**config.mk**
```make
export PLATFORM = sky130hd
export DESIGN_NAME = axi4lite_slave_flat
export DESIGN_NICKNAME = d
export VERILOG_FILES = /design/src/rtl/axi4lite_pkg.sv /design/src/rtl/axi4lite_if.sv /design/src/rtl/axi4lite_regfile.sv /design/src/rtl/axi4lite_slave.sv /design/src/flat_wrapper.sv
export SDC_FILE = /design/constraint.sdc
export NUM_CORES = 1
export LEC_CHECK = 0
export CORE_MARGIN = 1
export CORE_UTILIZATION = 55
export CTS_CLUSTER_SIZE = 20
export DETAILED_ROUTE_END_ITERATION = 6
export PLACE_DENSITY_LB_ADDON = 0.15
export RECOVER_POWER = 25
export SLEW_MARGIN = 20
export SYNTH_ARGS = -nofsm -noshare
export SYNTH_HDL_FRONTEND = slang
export SYNTH_SLANG_ARGS = --single-unit
export TNS_END_PERCENT = 50
```
**constraint.sdc**
```tcl
create_clock -name A_CLK -period 24.2 [get_ports A_CLK]
set_input_delay 6.05 -clock A_CLK [delete_from_list [all_inputs] [get_ports A_CLK]]
set_output_delay 6.05 -clock A_CLK [all_outputs]
set_load 0.01 [all_outputs]
```
**src/rtl/axi4lite_pkg.sv**
```systemverilog
// Shared constants and FSM state types for the AXI4-Lite register slave.
package axi4lite_pkg;

  localparam int DEF_ADDR_WIDTH = 32;
  localparam int DEF_DATA_WIDTH = 32;
  localparam int DEF_NUM_REGS   = 16;

  localparam logic [1:0] RESP_OKAY   = 2'b00;
  localparam logic [1:0] RESP_SLVERR = 2'b10;

  typedef enum logic [1:0] {
    WR_IDLE    = 2'd0,
    WR_WAIT_W  = 2'd1,
    WR_WAIT_AW = 2'd2,
    WR_RESP    = 2'd3
  } wr_state_e;

  typedef enum logic [0:0] {
    RD_IDLE = 1'b0,
    RD_DATA = 1'b1
  } rd_state_e;

endpackage

```
**src/rtl/axi4lite_if.sv**
```systemverilog
// AXI4-Lite bus bundle; clock and active-high reset enter as interface ports.
interface axi4lite_if
  import axi4lite_pkg::*;
#(
  parameter int ADDR_WIDTH = DEF_ADDR_WIDTH,
  parameter int DATA_WIDTH = DEF_DATA_WIDTH
) (
  input logic A_CLK,
  input logic A_RSTn
);

  logic [ADDR_WIDTH-1:0]   AW_ADDR;
  logic [2:0]              AW_PROT;
  logic                    AW_VALID;
  logic                    AW_READY;
  logic [DATA_WIDTH-1:0]   W_DATA;
  logic [DATA_WIDTH/8-1:0] W_STRB;
  logic                    W_VALID;
  logic                    W_READY;
  logic [1:0]              B_RESP;
  logic                    B_VALID;
  logic                    B_READY;
  logic [ADDR_WIDTH-1:0]   AR_ADDR;
  logic [2:0]              AR_PROT;
  logic                    AR_VALID;
  logic                    AR_READY;
  logic [DATA_WIDTH-1:0]   R_DATA;
  logic [1:0]              R_RESP;
  logic                    R_VALID;
  logic                    R_READY;

  modport master (
    input  A_CLK, A_RSTn,
    output AW_ADDR, AW_PROT, AW_VALID, input AW_READY,
    output W_DATA, W_STRB, W_VALID, input W_READY,
    input  B_RESP, B_VALID, output B_READY,
    output AR_ADDR, AR_PROT, AR_VALID, input AR_READY,
    input  R_DATA, R_RESP, R_VALID, output R_READY
  );

  modport slave (
    input  A_CLK, A_RSTn,
    input  AW_ADDR, AW_PROT, AW_VALID, output AW_READY,
    input  W_DATA, W_STRB, W_VALID, output W_READY,
    output B_RESP, B_VALID, input B_READY,
    input  AR_ADDR, AR_PROT, AR_VALID, output AR_READY,
    output R_DATA, R_RESP, R_VALID, input R_READY
  );

endinterface

```
**src/rtl/axi4lite_regfile.sv**
```systemverilog
// Register array with a byte-strobed write port and a registered read port.
module axi4lite_regfile
  import axi4lite_pkg::*;
#(
  parameter int DATA_WIDTH = DEF_DATA_WIDTH,
  parameter int NUM_REGS   = DEF_NUM_REGS,
  parameter int IDX_W      = 4
) (
  input  logic                    clk,
  input  logic                    rst,
  input  logic                    wr_en,
  input  logic [IDX_W-1:0]        wr_idx,
  input  logic [DATA_WIDTH-1:0]   wr_data,
  input  logic [DATA_WIDTH/8-1:0] wr_strb,
  input  logic                    rd_en,
  input  logic                    rd_hit,
  input  logic [IDX_W-1:0]        rd_idx,
  output logic [DATA_WIDTH-1:0]   rd_data
);

  logic [DATA_WIDTH-1:0] mem_r [NUM_REGS];
  logic [DATA_WIDTH-1:0] rd_data_r;

  // Storage: cleared on reset, strobed byte lanes updated on write.
  always_ff @(posedge clk or posedge rst) begin
    if (rst) begin
      for (int i = 0; i < NUM_REGS; i++) begin
        mem_r[i] <= {DATA_WIDTH{1'b0}};
      end
    end else if (wr_en) begin
      for (int b = 0; b < DATA_WIDTH/8; b++) begin
        if (wr_strb[b]) begin
          mem_r[wr_idx][8*b +: 8] <= wr_data[8*b +: 8];
        end
      end
    end
  end

  // Read capture samples the old contents when a write lands on the same edge.
  always_ff @(posedge clk or posedge rst) begin
    if (rst) begin
      rd_data_r <= {DATA_WIDTH{1'b0}};
    end else if (rd_en) begin
      rd_data_r <= rd_hit ? mem_r[rd_idx] : {DATA_WIDTH{1'b0}};
    end
  end

  assign rd_data = rd_data_r;

endmodule

```
**src/rtl/axi4lite_slave.sv**
```systemverilog
// AXI4-Lite register slave: independent write/read FSMs in front of a register file.
module axi4lite_slave
  import axi4lite_pkg::*;
#(
  parameter int ADDR_WIDTH = DEF_ADDR_WIDTH,
  parameter int DATA_WIDTH = DEF_DATA_WIDTH,
  parameter int NUM_REGS   = DEF_NUM_REGS
) (
  axi4lite_if.slave bus
);

  localparam int IDX_W = (NUM_REGS > 1) ? $clog2(NUM_REGS) : 1;
  localparam logic [ADDR_WIDTH-1:0] ADDR_LIMIT = ADDR_WIDTH'(4 * NUM_REGS);

  wr_state_e wr_state_r, wr_state_nxt_s;
  rd_state_e rd_state_r, rd_state_nxt_s;

  logic                    aw_ready_r, w_ready_r, b_valid_r;
  logic [1:0]              b_resp_r;
  logic                    ar_ready_r, r_valid_r;
  logic [1:0]              r_resp_r;
  logic [ADDR_WIDTH-1:0]   addr_r;
  logic [DATA_WIDTH-1:0]   data_r;
  logic [DATA_WIDTH/8-1:0] strb_r;

  logic                    aw_hs_s, w_hs_s, ar_hs_s;
  logic                    wr_commit_s, wr_hit_s, rd_hit_s;
  logic [ADDR_WIDTH-1:0]   wr_addr_s;
  logic [DATA_WIDTH-1:0]   wr_data_s;
  logic [DATA_WIDTH/8-1:0] wr_strb_s;
  logic [DATA_WIDTH-1:0]   rd_data_s;
  logic                    unused_prot_s;

  assign unused_prot_s = ^{bus.AW_PROT, bus.AR_PROT};

  assign aw_hs_s  = bus.AW_VALID & aw_ready_r;
  assign w_hs_s   = bus.W_VALID  & w_ready_r;
  assign ar_hs_s  = bus.AR_VALID & ar_ready_r;
  assign wr_hit_s = (wr_addr_s < ADDR_LIMIT);
  assign rd_hit_s = (bus.AR_ADDR < ADDR_LIMIT);

  // Write sequencing: decide commit and pick live or captured address/data.
  always_comb begin
    wr_state_nxt_s = wr_state_r;
    wr_commit_s    = 1'b0;
    wr_addr_s      = addr_r;
    wr_data_s      = data_r;
    wr_strb_s      = strb_r;
    case (wr_state_r)
      WR_IDLE: begin
        if (aw_hs_s && w_hs_s) begin
          wr_commit_s    = 1'b1;
          wr_addr_s      = bus.AW_ADDR;
          wr_data_s      = bus.W_DATA;
          wr_strb_s      = bus.W_STRB;
          wr_state_nxt_s = WR_RESP;
        end else if (aw_hs_s) begin
          wr_state_nxt_s = WR_WAIT_W;
        end else if (w_hs_s) begin
          wr_state_nxt_s = WR_WAIT_AW;
        end else begin
          wr_state_nxt_s = WR_IDLE;
        end
      end
      WR_WAIT_W: begin
        if (w_hs_s) begin
          wr_commit_s    = 1'b1;
          wr_data_s      = bus.W_DATA;
          wr_strb_s      = bus.W_STRB;
          wr_state_nxt_s = WR_RESP;
        end else begin
          wr_state_nxt_s = WR_WAIT_W;
        end
      end
      WR_WAIT_AW: begin
        if (aw_hs_s) begin
          wr_commit_s    = 1'b1;
          wr_addr_s      = bus.AW_ADDR;
          wr_state_nxt_s = WR_RESP;
        end else begin
          wr_state_nxt_s = WR_WAIT_AW;
        end
      end
      WR_RESP: begin
        if (bus.B_READY) begin
          wr_state_nxt_s = WR_IDLE;
        end else begin
          wr_state_nxt_s = WR_RESP;
        end
      end
      default: wr_state_nxt_s = WR_IDLE;
    endcase
  end

  // Write state and its outputs; readies stay low until the first edge out of reset.
  always_ff @(posedge bus.A_CLK or posedge bus.A_RSTn) begin
    if (bus.A_RSTn) begin
      wr_state_r <= WR_IDLE;
      aw_ready_r <= 1'b0;
      w_ready_r  <= 1'b0;
      b_valid_r  <= 1'b0;
      b_resp_r   <= RESP_OKAY;
      addr_r     <= {ADDR_WIDTH{1'b0}};
      data_r     <= {DATA_WIDTH{1'b0}};
      strb_r     <= {(DATA_WIDTH/8){1'b0}};
    end else begin
      wr_state_r <= wr_state_nxt_s;
      aw_ready_r <= (wr_state_nxt_s == WR_IDLE) || (wr_state_nxt_s == WR_WAIT_AW);
      w_ready_r  <= (wr_state_nxt_s == WR_IDLE) || (wr_state_nxt_s == WR_WAIT_W);
      b_valid_r  <= (wr_state_nxt_s == WR_RESP);
      if (wr_commit_s) begin
        b_resp_r <= wr_hit_s ? RESP_OKAY : RESP_SLVERR;
      end
      if (aw_hs_s) begin
        addr_r <= bus.AW_ADDR;
      end
      if (w_hs_s) begin
        data_r <= bus.W_DATA;
        strb_r <= bus.W_STRB;
      end
    end
  end

  // Read sequencing.
  always_comb begin
    rd_state_nxt_s = rd_state_r;
    case (rd_state_r)
      RD_IDLE: rd_state_nxt_s = ar_hs_s ? RD_DATA : RD_IDLE;
      RD_DATA: rd_state_nxt_s = bus.R_READY ? RD_IDLE : RD_DATA;
      default: rd_state_nxt_s = RD_IDLE;
    endcase
  end

  // Read state and its outputs.
  always_ff @(posedge bus.A_CLK or posedge bus.A_RSTn) begin
    if (bus.A_RSTn) begin
      rd_state_r <= RD_IDLE;
      ar_ready_r <= 1'b0;
      r_valid_r  <= 1'b0;
      r_resp_r   <= RESP_OKAY;
    end else begin
      rd_state_r <= rd_state_nxt_s;
      ar_ready_r <= (rd_state_nxt_s == RD_IDLE);
      r_valid_r  <= (rd_state_nxt_s == RD_DATA);
      if (ar_hs_s) begin
        r_resp_r <= rd_hit_s ? RESP_OKAY : RESP_SLVERR;
      end
    end
  end

  axi4lite_regfile #(
    .DATA_WIDTH (DATA_WIDTH),
    .NUM_REGS   (NUM_REGS),
    .IDX_W      (IDX_W)
  ) u_regfile (
    .clk     (bus.A_CLK),
    .rst     (bus.A_RSTn),
    .wr_en   (wr_commit_s & wr_hit_s),
    .wr_idx  (wr_addr_s[IDX_W+1:2]),
    .wr_data (wr_data_s),
    .wr_strb (wr_strb_s),
    .rd_en   (ar_hs_s),
    .rd_hit  (rd_hit_s),
    .rd_idx  (bus.AR_ADDR[IDX_W+1:2]),
    .rd_data (rd_data_s)
  );

  assign bus.AW_READY = aw_ready_r;
  assign bus.W_READY  = w_ready_r;
  assign bus.B_VALID  = b_valid_r;
  assign bus.B_RESP   = b_resp_r;
  assign bus.AR_READY = ar_ready_r;
  assign bus.R_VALID  = r_valid_r;
  assign bus.R_RESP   = r_resp_r;
  assign bus.R_DATA   = rd_data_s;

endmodule

```
**src/flat_wrapper.sv**
```systemverilog
// flat-port wrapper written by rule: the top's interface ports become plain ports
module axi4lite_slave_flat import axi4lite_pkg::*;
#(
  parameter int ADDR_WIDTH = DEF_ADDR_WIDTH,
  parameter int DATA_WIDTH = DEF_DATA_WIDTH,
  parameter int NUM_REGS   = DEF_NUM_REGS
)
  (A_CLK, A_RSTn, bus_AW_ADDR, bus_AW_PROT, bus_AW_VALID, bus_AW_READY, bus_W_DATA, bus_W_STRB, bus_W_VALID, bus_W_READY, bus_B_RESP, bus_B_VALID, bus_B_READY, bus_AR_ADDR, bus_AR_PROT, bus_AR_VALID, bus_AR_READY, bus_R_DATA, bus_R_RESP, bus_R_VALID, bus_R_READY);
  axi4lite_if #(.ADDR_WIDTH(ADDR_WIDTH), .DATA_WIDTH(DATA_WIDTH)) bus_i (.A_CLK(A_CLK), .A_RSTn(A_RSTn));
  input wire logic A_CLK;
  input wire logic A_RSTn;
  input wire logic [$bits(bus_i.AW_ADDR)-1:0] bus_AW_ADDR;
  input wire logic [$bits(bus_i.AW_PROT)-1:0] bus_AW_PROT;
  input wire logic [$bits(bus_i.AW_VALID)-1:0] bus_AW_VALID;
  output wire logic [$bits(bus_i.AW_READY)-1:0] bus_AW_READY;
  input wire logic [$bits(bus_i.W_DATA)-1:0] bus_W_DATA;
  input wire logic [$bits(bus_i.W_STRB)-1:0] bus_W_STRB;
  input wire logic [$bits(bus_i.W_VALID)-1:0] bus_W_VALID;
  output wire logic [$bits(bus_i.W_READY)-1:0] bus_W_READY;
  output wire logic [$bits(bus_i.B_RESP)-1:0] bus_B_RESP;
  output wire logic [$bits(bus_i.B_VALID)-1:0] bus_B_VALID;
  input wire logic [$bits(bus_i.B_READY)-1:0] bus_B_READY;
  input wire logic [$bits(bus_i.AR_ADDR)-1:0] bus_AR_ADDR;
  input wire logic [$bits(bus_i.AR_PROT)-1:0] bus_AR_PROT;
  input wire logic [$bits(bus_i.AR_VALID)-1:0] bus_AR_VALID;
  output wire logic [$bits(bus_i.AR_READY)-1:0] bus_AR_READY;
  output wire logic [$bits(bus_i.R_DATA)-1:0] bus_R_DATA;
  output wire logic [$bits(bus_i.R_RESP)-1:0] bus_R_RESP;
  output wire logic [$bits(bus_i.R_VALID)-1:0] bus_R_VALID;
  input wire logic [$bits(bus_i.R_READY)-1:0] bus_R_READY;
  assign bus_i.AW_ADDR = bus_AW_ADDR;
  assign bus_i.AW_PROT = bus_AW_PROT;
  assign bus_i.AW_VALID = bus_AW_VALID;
  assign bus_AW_READY = bus_i.AW_READY;
  assign bus_i.W_DATA = bus_W_DATA;
  assign bus_i.W_STRB = bus_W_STRB;
  assign bus_i.W_VALID = bus_W_VALID;
  assign bus_W_READY = bus_i.W_READY;
  assign bus_B_RESP = bus_i.B_RESP;
  assign bus_B_VALID = bus_i.B_VALID;
  assign bus_i.B_READY = bus_B_READY;
  assign bus_i.AR_ADDR = bus_AR_ADDR;
  assign bus_i.AR_PROT = bus_AR_PROT;
  assign bus_i.AR_VALID = bus_AR_VALID;
  assign bus_AR_READY = bus_i.AR_READY;
  assign bus_R_DATA = bus_i.R_DATA;
  assign bus_R_RESP = bus_i.R_RESP;
  assign bus_R_VALID = bus_i.R_VALID;
  assign bus_i.R_READY = bus_R_READY;
  axi4lite_slave #(.ADDR_WIDTH(ADDR_WIDTH), .DATA_WIDTH(DATA_WIDTH), .NUM_REGS(NUM_REGS)) u_core (.bus(bus_i));
endmodule
```
# Word-level counts from Yosys, hierarchy flattened
# Index checks and enable logic that the tools add are counted.
dict set report word_totals {
  regBits 623
  out_inout_bits 41
  word_cells 101
}
dict set report op_classes {
  n_lt_le_gt_ge 5
  eq_ne 6
  mux 48
  n_bitwise 8
  reduce_logical 6
}
# cell count
set op_table {}
lappend op_table {{$mux 512} 7}
lappend op_table {{$bwmux 512} 4}
lappend op_table {{$demux 32 s4} 4}
lappend op_table {{$mux 32} 8}
lappend op_table {{$bmux 32 s4} 1}
lappend op_table {{$pmux 32 s2} 2}
lappend op_table {{$lt 32x7->1 const B} 2}
lappend op_table {{$mux 24} 1}
lappend op_table {{$mux 16} 1}
lappend op_table {{$mux 2} 7}
lappend op_table {{$ge 5x5->1 const B} 2}
lappend op_table {{$not 4->5} 2}
lappend op_table {{$eq 2x2->1 const B} 4}
lappend op_table {{$mux 4} 2}
lappend op_table {{$mux 8} 1}
lappend op_table {{$pmux 2 s4} 1}
lappend op_table {{$pmux 4 s2} 1}
lappend op_table {{$mux 1} 6}
lappend op_table {{$lt 5x1->1 const B} 1}
lappend op_table {{$and 1x1->1} 4}
lappend op_table {{$eq 2x1->1 const B} 2}
lappend op_table {{$logic_not 2->1} 2}
lappend op_table {{$pmux 1 s3} 1}
lappend op_table {{$logic_and 1x1->1} 2}
lappend op_table {{3 further kinds} 5}

# Longest topological paths before layout
dict set report depth {
  word_depth 20
  depth_mapped 10
  ltp_nobuf 6
}

# Cells and area by module
# A second synthesis with hierarchy kept.
dict set report unflattened {
  hier_cells 2139
  area_unflattened_um2 28177.0
}
# module instances cells_each area_per_inst_um2 seq_area_each_um2
set by_module_without_submodules {}
lappend by_module_without_submodules {axi4lite_regfile 1 1809 24554.8 13613.1}
lappend by_module_without_submodules {axi4lite_slave 1 330 3622.2 1876.8}

# Least setup slack after synthesis
# Ideal clock, no wire load.
dict set report synth_path {
  path_kind {input -> register}
  start {input port bus_AW_VALID}
  end {register u_core.u_regfile.mem_r[0] (netlist name)}
  setup_time_ns 0.125
  arrival_time_ns 8.524
  required_ns 24.075
  slack_ns 15.551
  cell_stages 10
  cell_sequence {buf_4 > and2_1 > buf_6 > mux2_4 > a22o_1 > or4_4 > buf_6 > buf_6 > nor3_4 > mux2_4}
}
dict set report synth_via {
  elab_chain_cells 20
  elab_cells_between_ends 34
}
# element line
set synth_lines {}
lappend synth_lines {{start, declared} flat_wrapper.sv:14} ;# input wire logic [$bits(bus_i.AW_VALID)-1:0] bus_AW_VALID;
lappend synth_lines {{$and 1x1->1 *} axi4lite_slave.sv:36} ;# assign aw_hs_s = bus.AW_VALID & aw_ready_r;
lappend synth_lines {{$logic_and 1x1->1} axi4lite_slave.sv:51} ;# if (aw_hs_s && w_hs_s) begin
lappend synth_lines {{$mux 32} axi4lite_slave.sv:51}
lappend synth_lines {{$pmux 32 s2} axi4lite_slave.sv:49} ;# case (wr_state_r)
lappend synth_lines {{$not 4->5 (not written as such)} axi4lite_regfile.sv:33} ;# mem_r[wr_idx][8*b +: 8] <= wr_data[8*b +: 8];
lappend synth_lines {{$ge 5x5->1 (not written as such) / $lt 5x1->1 (equally long branches)} axi4lite_regfile.sv:33}
lappend synth_lines {{$logic_and 1x1->1 (not written as such)} axi4lite_regfile.sv:33}
lappend synth_lines {{$mux 8 (not written as such)} axi4lite_regfile.sv:33}
lappend synth_lines {{[4 not listed]} --}
lappend synth_lines {{$bwmux 512} axi4lite_regfile.sv:33}
lappend synth_lines {{$mux 512} axi4lite_regfile.sv:32} ;# if (wr_strb[b]) begin
lappend synth_lines {{$mux 512} axi4lite_regfile.sv:30} ;# end else if (wr_en) begin
lappend synth_lines {{$bwmux 512} axi4lite_regfile.sv:33}
lappend synth_lines {{$mux 512} axi4lite_regfile.sv:32}
lappend synth_lines {{$mux 512} axi4lite_regfile.sv:30}
lappend synth_lines {{$bwmux 512} axi4lite_regfile.sv:33}
lappend synth_lines {{$mux 512} axi4lite_regfile.sv:32}
lappend synth_lines {{end signal, assigned by index} axi4lite_regfile.sv:28} ;# mem_r[i] <= {DATA_WIDTH{1'b0}};
lappend synth_lines {{end signal, assigned by index} axi4lite_regfile.sv:33}
lappend synth_lines {{end, declared} axi4lite_regfile.sv:21} ;# logic [DATA_WIDTH-1:0] mem_r [NUM_REGS];
# Mark *: on every way between the ends. The rest lies on a longest branch, timed or not. The select of a mux whose other input is x is not followed.
# A chain may end at the register's enable or synchronous reset.

==> out/results.txt <==
Boundary pin count -> 154
Non-filler instance count after layout -> 2670
Largest net degree at the start of global routing -> 201
Post-Syn Area -> 29000 um2
Nets@finish -> 2053
Worst r2r src -> u_core.bus.W_READY
Share of layout cells above drive strength 1 -> 0.487
Final worst path period need -> 13320 ps
Post-CTS Setup Bufs -> 0
Clock power frac -> 0.385
Mapped Cells -> 1818
FF+latch count, synth -> 619
Final TNS setup -> 0 ps
Max layer used -> met4
RSZ-0062 raised after global routing -> no
CTS Buf Count -> 66
Synth Area per Inst -> 15.9 um2
Wire length per cell -> 24.9 um
DPL Wire Length -> 39.7 mm
Clk_lat worst skew -> 600 ps
Final Hold Vio Count -> 0
Max rail drop VDD -> 0.0638 mV
Comb power frac -> 0.182
Max Cap Violations -> 6
Storage element area -> 15500 um2
Number of cells after detailed placement -> 2551
CTS tree -> done
1st-pass router iterations -> 4
Die span in x -> 232 um
Setup Crit Path Kind -> input port to asynchronous set/reset pin
WL met3 -> 2.72 mm
Int Pwr -> 0.00188 W
Tot GR Track Use -> 0.261
Worst Tran Pin Value -> 5680 ps
Antenna Nets Post-Route -> 0
R2R setup slack -> 18330 ps
Lkg Pwr -> 15.4 nW
Slew Limit Fails -> 396
First-pass GRT wire length -> 105 mm
Async SR Flop Fraction -> 1.00
Htree depth -> 3
Vias -> 16300
Gpl congestion -> 0.857
Final wirelength -> 66.6 mm
Commonest cells after routing, fill and taps aside -> dfrtp_1 (619), mux2_2 (578), mux4_2 (160), clkdlybuf4s50_1 (109), clkbuf_16 (73)
Tightest Hold Check Type -> register to register
P&R area growth vs syn -> 14.5%
EDFF count, synth -> 0
Netlist cell types -> 56
Die Y-Extent -> 232 um
Status -> finished, violations left
Critical Path End Type -> asynchronous set/reset pin
Worst hold path endpoint -> u_core.u_regfile.rd_data[24]
Critical Path AT -> 13020 ps
Worst hold start -> u_core.u_regfile.rd_data[24]
Fillers -> 3757
Clock Sink Count -> 619
Critical Path Fanout Max -> 133
Initial antenna violation count -> 2
# setup viols final -> 0
Setup crit start kind -> input port
Vias per inst -> 6.11
Initial drt markers -> 1180
Required time worst endpoint -> 23900 ps
Die area -> 53600 um2
CTS Root Cell -> clkbuf_16
Hold Slack -> 467 ps
Clk_skew -> 21.0 ps
Worst Hold Depth -> 2
Post_cts resized -> 0
Sw Pwr -> 0.000773 W
Total power draw -> 0.00265 W
Post-CTS Hold Buffers -> 0
Clock tree buffer depth -> 3
GRT Residual Overflow -> 0
Violated checks -> max-capacitance violations, max-slew violations
M1 wire length -> 28.6 mm
Drt drc -> 0
Core area -> 51700 um2
Primary FF master, synth -> dfrtp_1
Area occupied by multi-input gates -> 12900 um2
Warnings, synthesis -> 0
FP Rows -> 83
Vias in the first global route -> 17500
Starting Density -> 0.560
Met2 Wirelength -> 34.0 mm
Max Fclk -> 0.0751 GHz
Number of buffers added on ports -> 141
Final period util -> 0.550
Clock Pin Slew Worst Setup and Hold Paths -> 50 ps
Net Sw Frac -> 0.292
Flop pwr share -> 0.432
Reg2reg end -> u_core.u_regfile.mem_r[128]
Slew margin rel. -> -2.81
Sequential fraction of the synthesis area -> 0.535
Commonest non-fill, non-tap cell in the layout -> dfrtp_1
Pwr dens -> 79.8 nW/um2
Reg2Reg Depth -> 7
[cell families after synthesis]
logic type      count (synthesis)  share of synthesized area
flops                         619                      0.535
mux                           784                      0.372
simple gates                  208                     0.0590
buf+inv                       145                     0.0212
compound gates                 61                     0.0130
other cells                     1                   0.000129
[layout make-up]
type                    count  share of cell area
flip-flops and latches    619               0.467
multi-input cells        1055               0.389
clock buffers             103              0.0636
repair buffers            160              0.0467
well taps                 680              0.0257
inverters                  38             0.00434
clock inverters            12             0.00340
diodes                      3            0.000226
[synthesized netlist by cell type, types with 8 or more instances]
| cell type | instances | area (um2) |
|---|---|---|
| buf_1 | 25 | 93.8 |
| buf_2 | 10 | 50.1 |
| clkbuf_1 | 61 | 229 |
| dfrtp_1 | 619 | 15500 |
| inv_1 | 38 | 143 |
| mux2_2 | 578 | 6510 |
| mux2_4 | 41 | 616 |
| mux4_2 | 160 | 3600 |
| nand2_1 | 47 | 176 |
| nand2b_1 | 8 | 50.1 |
| nand3_1 | 16 | 80.1 |
| nor2_1 | 12 | 45.0 |
| nor3_1 | 16 | 80.1 |
| nor3_4 | 49 | 797 |
| nor4_1 | 16 | 100 |
| o21ai_0 | 34 | 170 |
[critical path: stages]
cell,delay [ps]
dlygate4sd3_1,550
clkinvlp_2,3160
clkbuf_1,3140
[how the worst max path moves through the flow]
stage,from,to,cells past startpoint
after floorplan,A_RSTn,u_core.addr_r[10],1
after global placement,bus_AW_VALID,u_core.u_regfile.mem_r[133],9
after detailed placement,bus_AW_VALID,u_core.u_regfile.mem_r[128],9
after CTS,bus_AW_VALID,u_core.u_regfile.mem_r[128],9
after global routing,A_RSTn,u_core.u_regfile.mem_r[404],3
final,A_RSTn,u_core.u_regfile.mem_r[21],3
[power groups by stage]
stage | sequential (W) | combinational (W) | clock, W
after floorplan | 0.00115 | 0.000367 | 0
after global placement | 0.00116 | 0.000464 | 0
after detailed placement | 0.00116 | 0.000480 | 0
after CTS | 0.00114 | 0.000481 | 0.00104
after global routing | 0.00115 | 0.000524 | 0.00108
final | 0.00114 | 0.000483 | 0.00102
[layer usage]
metal,up-vias,GRT usage
met2,362,0.442
met5,-,0
met4,0,0.0654
met3,95,0.0421
li1,7081,-
met1,8784,0.354
[through the flow]
stage	utilization	area, um2	setup WS [ps]
final	0.641	33200	10880
after global routing	0.641	33200	9200
after CTS	0.641	33200	14080
after detailed placement	0.598	30900	13460
after global placement	0.598	30900	13530
after floorplan	-	29000	816
[state kept, by name (all words and copies together), names as in the netlist]
| signal | cells |
|---|---|
| u_core.bus.W_READY | 1 |
| u_core.u_regfile.mem_r | 512 |
| u_core.bus.B_RESP | 1 |
| u_core.strb_r | 4 |
| u_core.addr_r | 30 |
| u_core.bus.AW_READY | 1 |
| u_core.wr_state_r | 2 |
| u_core.bus.B_VALID | 1 |
| u_core.u_regfile.rd_data | 32 |
| u_core.data_r | 32 |
| u_core.rd_state_r | 1 |
| u_core.bus.R_RESP | 1 |
| u_core.bus.AR_READY | 1 |
No activity file was read; power rests on OpenSTA's default activity.
==> edit 1, RTL diff (same flow settings) <==
Change the package constant `DEF_ADDR_WIDTH` from 32 to 16.
--- a/src/rtl/axi4lite_pkg.sv
+++ b/src/rtl/axi4lite_pkg.sv
@@ -2,5 +2,5 @@
 package axi4lite_pkg;
 
-  localparam int DEF_ADDR_WIDTH = 32;
+  localparam int DEF_ADDR_WIDTH = 16;
   localparam int DEF_DATA_WIDTH = 32;
   localparam int DEF_NUM_REGS   = 16;
Ports: changed (resized bus_AR_ADDR and bus_AW_ADDR); port bits go from 154 to 122. No check against the original RTL was run, so the function may have changed too.
==> edit 1 against the unedited design <==
- the run ends with design-rule violations, max-capacitance violations, max-slew violations left
- critical path depth rose by 3
- area after synthesis down 3.7%
- cell area is 4.9% lower
- total power shrank 3.8%
- wire length shrank 3.4%
- sequential cell count decreased by 16
- non-clock buffer count is 32 lower
- setup slack lost 0.99 ns
- clock power is 7% lower
==> edit 1: results (changes against the unedited design) <==
* Pre-Repair DR Iteration Count at 7 (+3)
* M3 GR Usage at 0.03743 (-0.004648)
* M2 GR Usage at 0.4229 (-0.01956)
* Biggest register: u_core.u_regfile.mem_r
* Share of cells above drive strength 1 at 0.4658 (-0.02141)
* Worst-Skew Late Latency at a little over 0.6 ns
* Met1 Track Usage GR at 0.3703 (+0.01654)
* Port Buffer Count at 109 (-23%)
* Syn Area/Cell at 15.63 um^2 (-1.9%)
* Outcome: finished, violations left
* Vias in the first global route at 17170 (-2.1%)
* Total GRT Usage at 0.2618 (+0.0003477)
* R2r worst-path depth at 5 (-2)
* Final HPWL DP at 38590 um (-2.7%)
* Hold Path Origin: u_core.u_regfile.rd_data[20]
* Drt total wl at 64270 um (-3.4%)
* Worst Clk Skew at 0.01231 ns (-0.008695 ns)
* Post-detailed-route via-to-cell ratio at 6.248 (+2.2%)
* Placed cell count at 2476 (-2.9%)
* First-pass GRT wire length at 101300 um (-4.0%)
* Max Cap Violations at 5 (-1)
* VDD IR max at 63.28 uV (-0.87%)
* Yosys synthesis warning count at 0 (unchanged)
* Placer congestion estimate at 0.8816 (+2.9%)
* Initial antenna violation count at 4 (+2)
* Fillers at 3825 (+1.8%)
* Clock H-tree levels at 2 (-1)
* R2r setup slk at 20.05 ns (+1.72 ns)
* CTS root buf: clkbuf_16
* Arrival time worst endpoint at 14.97 ns (+1.95 ns)
* Max reg flops at 512 (unchanged)
* CP max FO at 146 (+9.8%)
* Seq/Total Area, Yosys at 0.5409 (+0.006267)
* Total CTS buffers at 61 (-7.6%)
* P_leak at 0.01489 uW (-3.6%)
* Max stage delay on crit path at 3.45 ns (+0.29 ns)
* Tightest Pin Transition at 6.308 ns (+0.6245 ns)
* DRC violations left at 6 (+6)
* Synth area leaders: dfrtp_1 (54%), mux2_2 (23%), mux4_2 (13%)
* Most common library cells after synthesis: dfrtp_1 (603), mux2_2 (569), mux4_2 (160)
* Distinct cells, synth at 52 (-7.1%)
* Post-synthesis async set-or-reset flop share at 1.000 (unchanged)
* Failing checks: design-rule violations, max-capacitance violations, max-slew violations
* Routed vias at 16164 (-0.97%)
* R2R Path End: u_core.u_regfile.mem_r[121]
* RR Startpoint: u_core.wr_state_r[1]
* Largest net degree at the start of global routing at 147 (-27%)
* Nets at 1948 (-5.1%)
* Hold Path End: u_core.u_regfile.rd_data[20]
* Cell family with most CP delay: buffers and inverters
* Slew Viols, Final at 352 (-11%)
* Iteration-0 DRC count of the detailed router at 1365 (+16%)
## edit 1: changes by cell type after synthesis, sizes merged, moves of 7 or more
cell	change
nor3	-70
nand3	+36
mux2	-28
nand4	+21
dfrtp	-16
a222oi	+14
o21ai	+11
nand2b	-8
a22o	+7
clkbuf	+7
## edit 1: per-layer routing
layer  part of all wire  routed length, um  up-vias
li1                   -                  -     6964
met2               0.48              31030      421
met5            0.00034                 22        -
met4              0.024               1540        4
met3              0.054               3442      109
met1               0.44              28230     8666
## edit 1: worst max-delay path by stage
| stage | start | to | slack [ns] |
|---|---|---|---|
| final | A_RSTn | u_core.u_regfile.mem_r[429] | 9.89 |
| after global routing | A_RSTn | u_core.u_regfile.mem_r[431] | 7.95 |
| after CTS | A_RSTn | u_core.u_regfile.mem_r[10] | 13.78 |
| after detailed placement | A_RSTn | u_core.u_regfile.mem_r[10] | 13.14 |
| after global placement | A_RSTn | u_core.u_regfile.rd_data[12] | 13.28 |
| after floorplan | A_RSTn | u_core.addr_r[10] | 1.27 |
## edit 1: worst reg2reg max path, delay by kind of cell (launching register included)
family | cells | cell delay [ns]
AO/OA/AOI/OAI | 3 | 2.15
flip-flops | 1 | 0.46
multiplexers | 1 | 0.56
AND/OR/NAND/NOR | 1 | 0.86
## edit 1: power by group
part           switching (uW)  internal, uW  total (uW)
sequential               42.2          1070        1110
clock                     387           557         944
combinational             330           160         490
## edit 1: kinds of logic after synthesis
group           share of synthesized area
compound gates                    0.02651
buf+inv                           0.02224
flops                              0.5409
mux                                0.3725
other cells                     0.0001344
simple gates                      0.03781
## edit 1: layout make-up
cell class	count	area, um^2	area share
sequential	603	15090	0.4786
antenna	2	5.005	0.0001587
timing repair buffer	128	1229	0.03897
inverter	38	143.9	0.004564
clock inverter	19	198.9	0.006310
tap	672	840.8	0.02667
clock buffer	90	1815	0.05758
multi-input combinational	1035	12210	0.3871
## edit 1: metrics by stage
| step | utilization | total power (uW) | area, um^2 | setup slack, ns | hold slack, ns |
|---|---|---|---|---|---|
| after detailed placement | 0.5896 | 1618 | 29520 | 13.14 | 0.4695 |
| after floorplan | - | 1486 | 27900 | 1.270 | 0.4728 |
| after global placement | 0.5896 | 1598 | 29520 | 13.28 | 0.4642 |
| after CTS | 0.6298 | 2564 | 31530 | 13.78 | 0.4828 |
| final | 0.6297 | 2548 | 31530 | 9.887 | 0.4666 |
| after global routing | 0.6297 | 2657 | 31530 | 7.955 | 0.4915 |
==> edit 2, RTL diff (config.mk and constraints unchanged) <==
Without the edit above. Reset style: synchronous (`bus.A_RSTn` and `rst`), changed in 4 clocked blocks.
--- a/src/rtl/axi4lite_regfile.sv
+++ b/src/rtl/axi4lite_regfile.sv
@@ -23,5 +23,5 @@
 
   // Storage: cleared on reset, strobed byte lanes updated on write.
-  always_ff @(posedge clk or posedge rst) begin
+  always_ff @(posedge clk) begin
     if (rst) begin
       for (int i = 0; i < NUM_REGS; i++) begin
@@ -38,5 +38,5 @@
 
   // Read capture samples the old contents when a write lands on the same edge.
-  always_ff @(posedge clk or posedge rst) begin
+  always_ff @(posedge clk) begin
     if (rst) begin
       rd_data_r <= {DATA_WIDTH{1'b0}};
--- a/src/rtl/axi4lite_slave.sv
+++ b/src/rtl/axi4lite_slave.sv
@@ -94,5 +94,5 @@
 
   // Write state and its outputs; readies stay low until the first edge out of reset.
-  always_ff @(posedge bus.A_CLK or posedge bus.A_RSTn) begin
+  always_ff @(posedge bus.A_CLK) begin
     if (bus.A_RSTn) begin
       wr_state_r <= WR_IDLE;
@@ -133,5 +133,5 @@
 
   // Read state and its outputs.
-  always_ff @(posedge bus.A_CLK or posedge bus.A_RSTn) begin
+  always_ff @(posedge bus.A_CLK) begin
     if (bus.A_RSTn) begin
       rd_state_r <= RD_IDLE;
Check against the original RTL: not settled (the Yosys comparison gave no result); the edit may change what the design does.
==> edit 2 against the unedited design <==
- highest routed layer is now met5
- setup slack improved by 0.62 ns
- the run still ends with max-capacitance violations, max-slew violations left
- die area fell by 1.2%
- sequential cell count did not move
- critical path depth rose by 2
- wire length rose by 11%
- cell area fell by 2.1%
- area after synthesis fell by 1.3%
- cell count rose by 8.0%
- non-clock buffer count rose by 75
- clock skew fell by 0.0054 ns
Power is not compared: it rests on default switching activity, and its combinational part moved more than twofold at a synthesized area within 25%.
==> edit 2: results (changes against the unedited design) <==
* Hold Crit Class: flip-flop to flip-flop
* Synth area leaders: edfxtp_1 (54%), mux4_2 (13%), nor3_1 (8.1%)
* Worst Setup SP: A_RSTn
* Cell family with most CP delay: buffers and inverters
* # diodes at 0 (-3)
* Failing checks: max-capacitance violations, max-slew violations
* Post-detailed-route via-to-cell ratio at 6.585 (+7.7%)
* Initial antenna violation count at 1 (-1)
* Iteration-0 DRC count of the detailed router at 2127 (+80%)
* Placed cell count at 2765 (+8.4%)
* Total GRT Usage at 0.2856 (+0.02415)
* Dpl ws at 13.27 ns (-0.1866 ns)
* Clock transition at path regs at 0.06 ns
* Placed cell area at 30500 um^2 (-1.4%)
* Adder-Cell Fraction of Synth Area at 0 (unchanged)
* Critical path's slowest cell: clkinvlp_2
* Max reg flops at 512 (unchanged)
* Worst-Skew Late Latency at between 0.5 and 0.6 ns
* VDD IR max at roughly 41 uV
* CP max FO at 56 (-58%)
* Most common library cells after synthesis: edfxtp_1 (512), nor3_1 (462), mux4_2 (160)
* Max stage delay on crit path at 2.57 ns (-0.59 ns)
* Multiplexer area fraction after synthesis at 0.1281 (-0.2440)
* Seq/Total Area, Yosys at 0.6123 (+0.07767)
* Hold Path Origin: u_core.data_r[9]
* Distinct cells, synth at 48 (-14%)
* Total CTS buffers at 67 (+1.5%)
* Biggest register: u_core.u_regfile.mem_r
* Post-synthesis cell count at 2106 (+16%)
* Share of cells above drive strength 1 at 0.1934 (-0.2938)
* Clock Path Buffers at 3 (unchanged)
* Setup Fix Bufs, Post-CTS at 0 (unchanged)
* Placer congestion estimate at 0.8530 (-0.48%)
* Tightest Pin Transition at 3.230 ns (-2.454 ns)
* Post-synth EDFFs at 512 (+512)
* Largest net degree at the start of global routing at 207 (+3.0%)
* Nets at 2267 (+10%)
* First-pass GRT wire length at 113700 um (+7.9%)
* RR Startpoint: u_core.bus.W_READY
* Yosys synthesis warning count at 0 (unchanged)
* Arrival time worst endpoint at 12.99 ns (-0.03 ns)
* XOR/XNOR Fraction of Synth Area at 0 (unchanged)
* Final HPWL DP at 44730 um (+13%)
* Worst Clk Skew at 0.01562 ns (-0.005377 ns)
* Slew Viols, Final at 251 (-37%)
* Max Cap Violations at 5 (-1)
* Drt total wl at 74060 um (+11%)
* P_sw at between 500 and 600 uW
* P_leak at around 0.01 uW
* Routed vias at 18984 (+16%)
* Post-DRT Antenna Nets at 0 (unchanged)
* Port Buffer Count at 141 (unchanged)
* Clock H-tree levels at 3 (unchanged)
* Pre-Repair DR Iteration Count at 6 (+2)
* CTS root buf: clkbuf_16
* Cts repair resizes at 0 (unchanged)
* Outcome: finished, violations left
* Compound-Gate Fraction of Synth Area at 0.06206 (+0.04902)
* Post-synthesis async set-or-reset flop share at 0 (-1.000)
edit 2: cell types whose count changed in the layout (fill, tap and decap cells not counted), moves of 48 or more:
cell	before	now
dfxtp_1	0	107
buf_4	13	90
nand3_1	16	71
nor3_4	49	1
dfrtp_1	619	0
edfxtp_1	0	512
a21oi_1	4	70
mux2_2	578	0
nand2_1	44	141
nor3_1	16	477
edit 2: power groups by stage:
stage | Clock, uW | Combinational, uW | Sequential (uW)
global placement | 0 | 200 | 1220
finish | 967 | 204 | 1200
CTS | 977 | 204 | 1200
floorplan | 0 | 130 | 1210
global route | 1020 | 217 | 1200
detailed placement | 0 | 204 | 1220
edit 2: final timing paths:
check	endpoint	slack [ns]	cells after the start
max reg2reg	u_core.u_regfile.mem_r[2][20]	18.85	9
max	u_core.u_regfile.mem_r[5][10]	11.50	5
min reg2reg	u_core.data_r[9]	0.45	2
min	u_core.data_r[9]	0.45	2
edit 2: metal layers:
| metal | up-vias | wire (um) | GRT usage |
|---|---|---|---|
| met1 | 9580 | 29920 | 0.3889 |
| met2 | 844 | 36280 | 0.4610 |
| met3 | 130 | 5771 | 0.05593 |
| li1 | 8428 | - | - |
| met4 | 2 | 2077 | 0.09975 |
| met5 | - | 15 | 0 |
edit 2: area by class of cell:
| class | instances | area, um^2 |
|---|---|---|
| clock buffers | 101 | 1898 |
| clock inverters | 17 | 138.9 |
| fillers | 3902 | 18830 |
| inverters | 1 | 5.005 |
| multi-input cells | 1230 | 9943 |
| flip-flops and latches | 619 | 17520 |
| well taps | 680 | 850.8 |
| repair buffers | 235 | 2116 |
edit 2: tightest hold or removal path: stages, from the launching register on:
cell	delay (ns)
dfxtp_1	0.31
nand2_1	0.05
a21oi_1	0.05
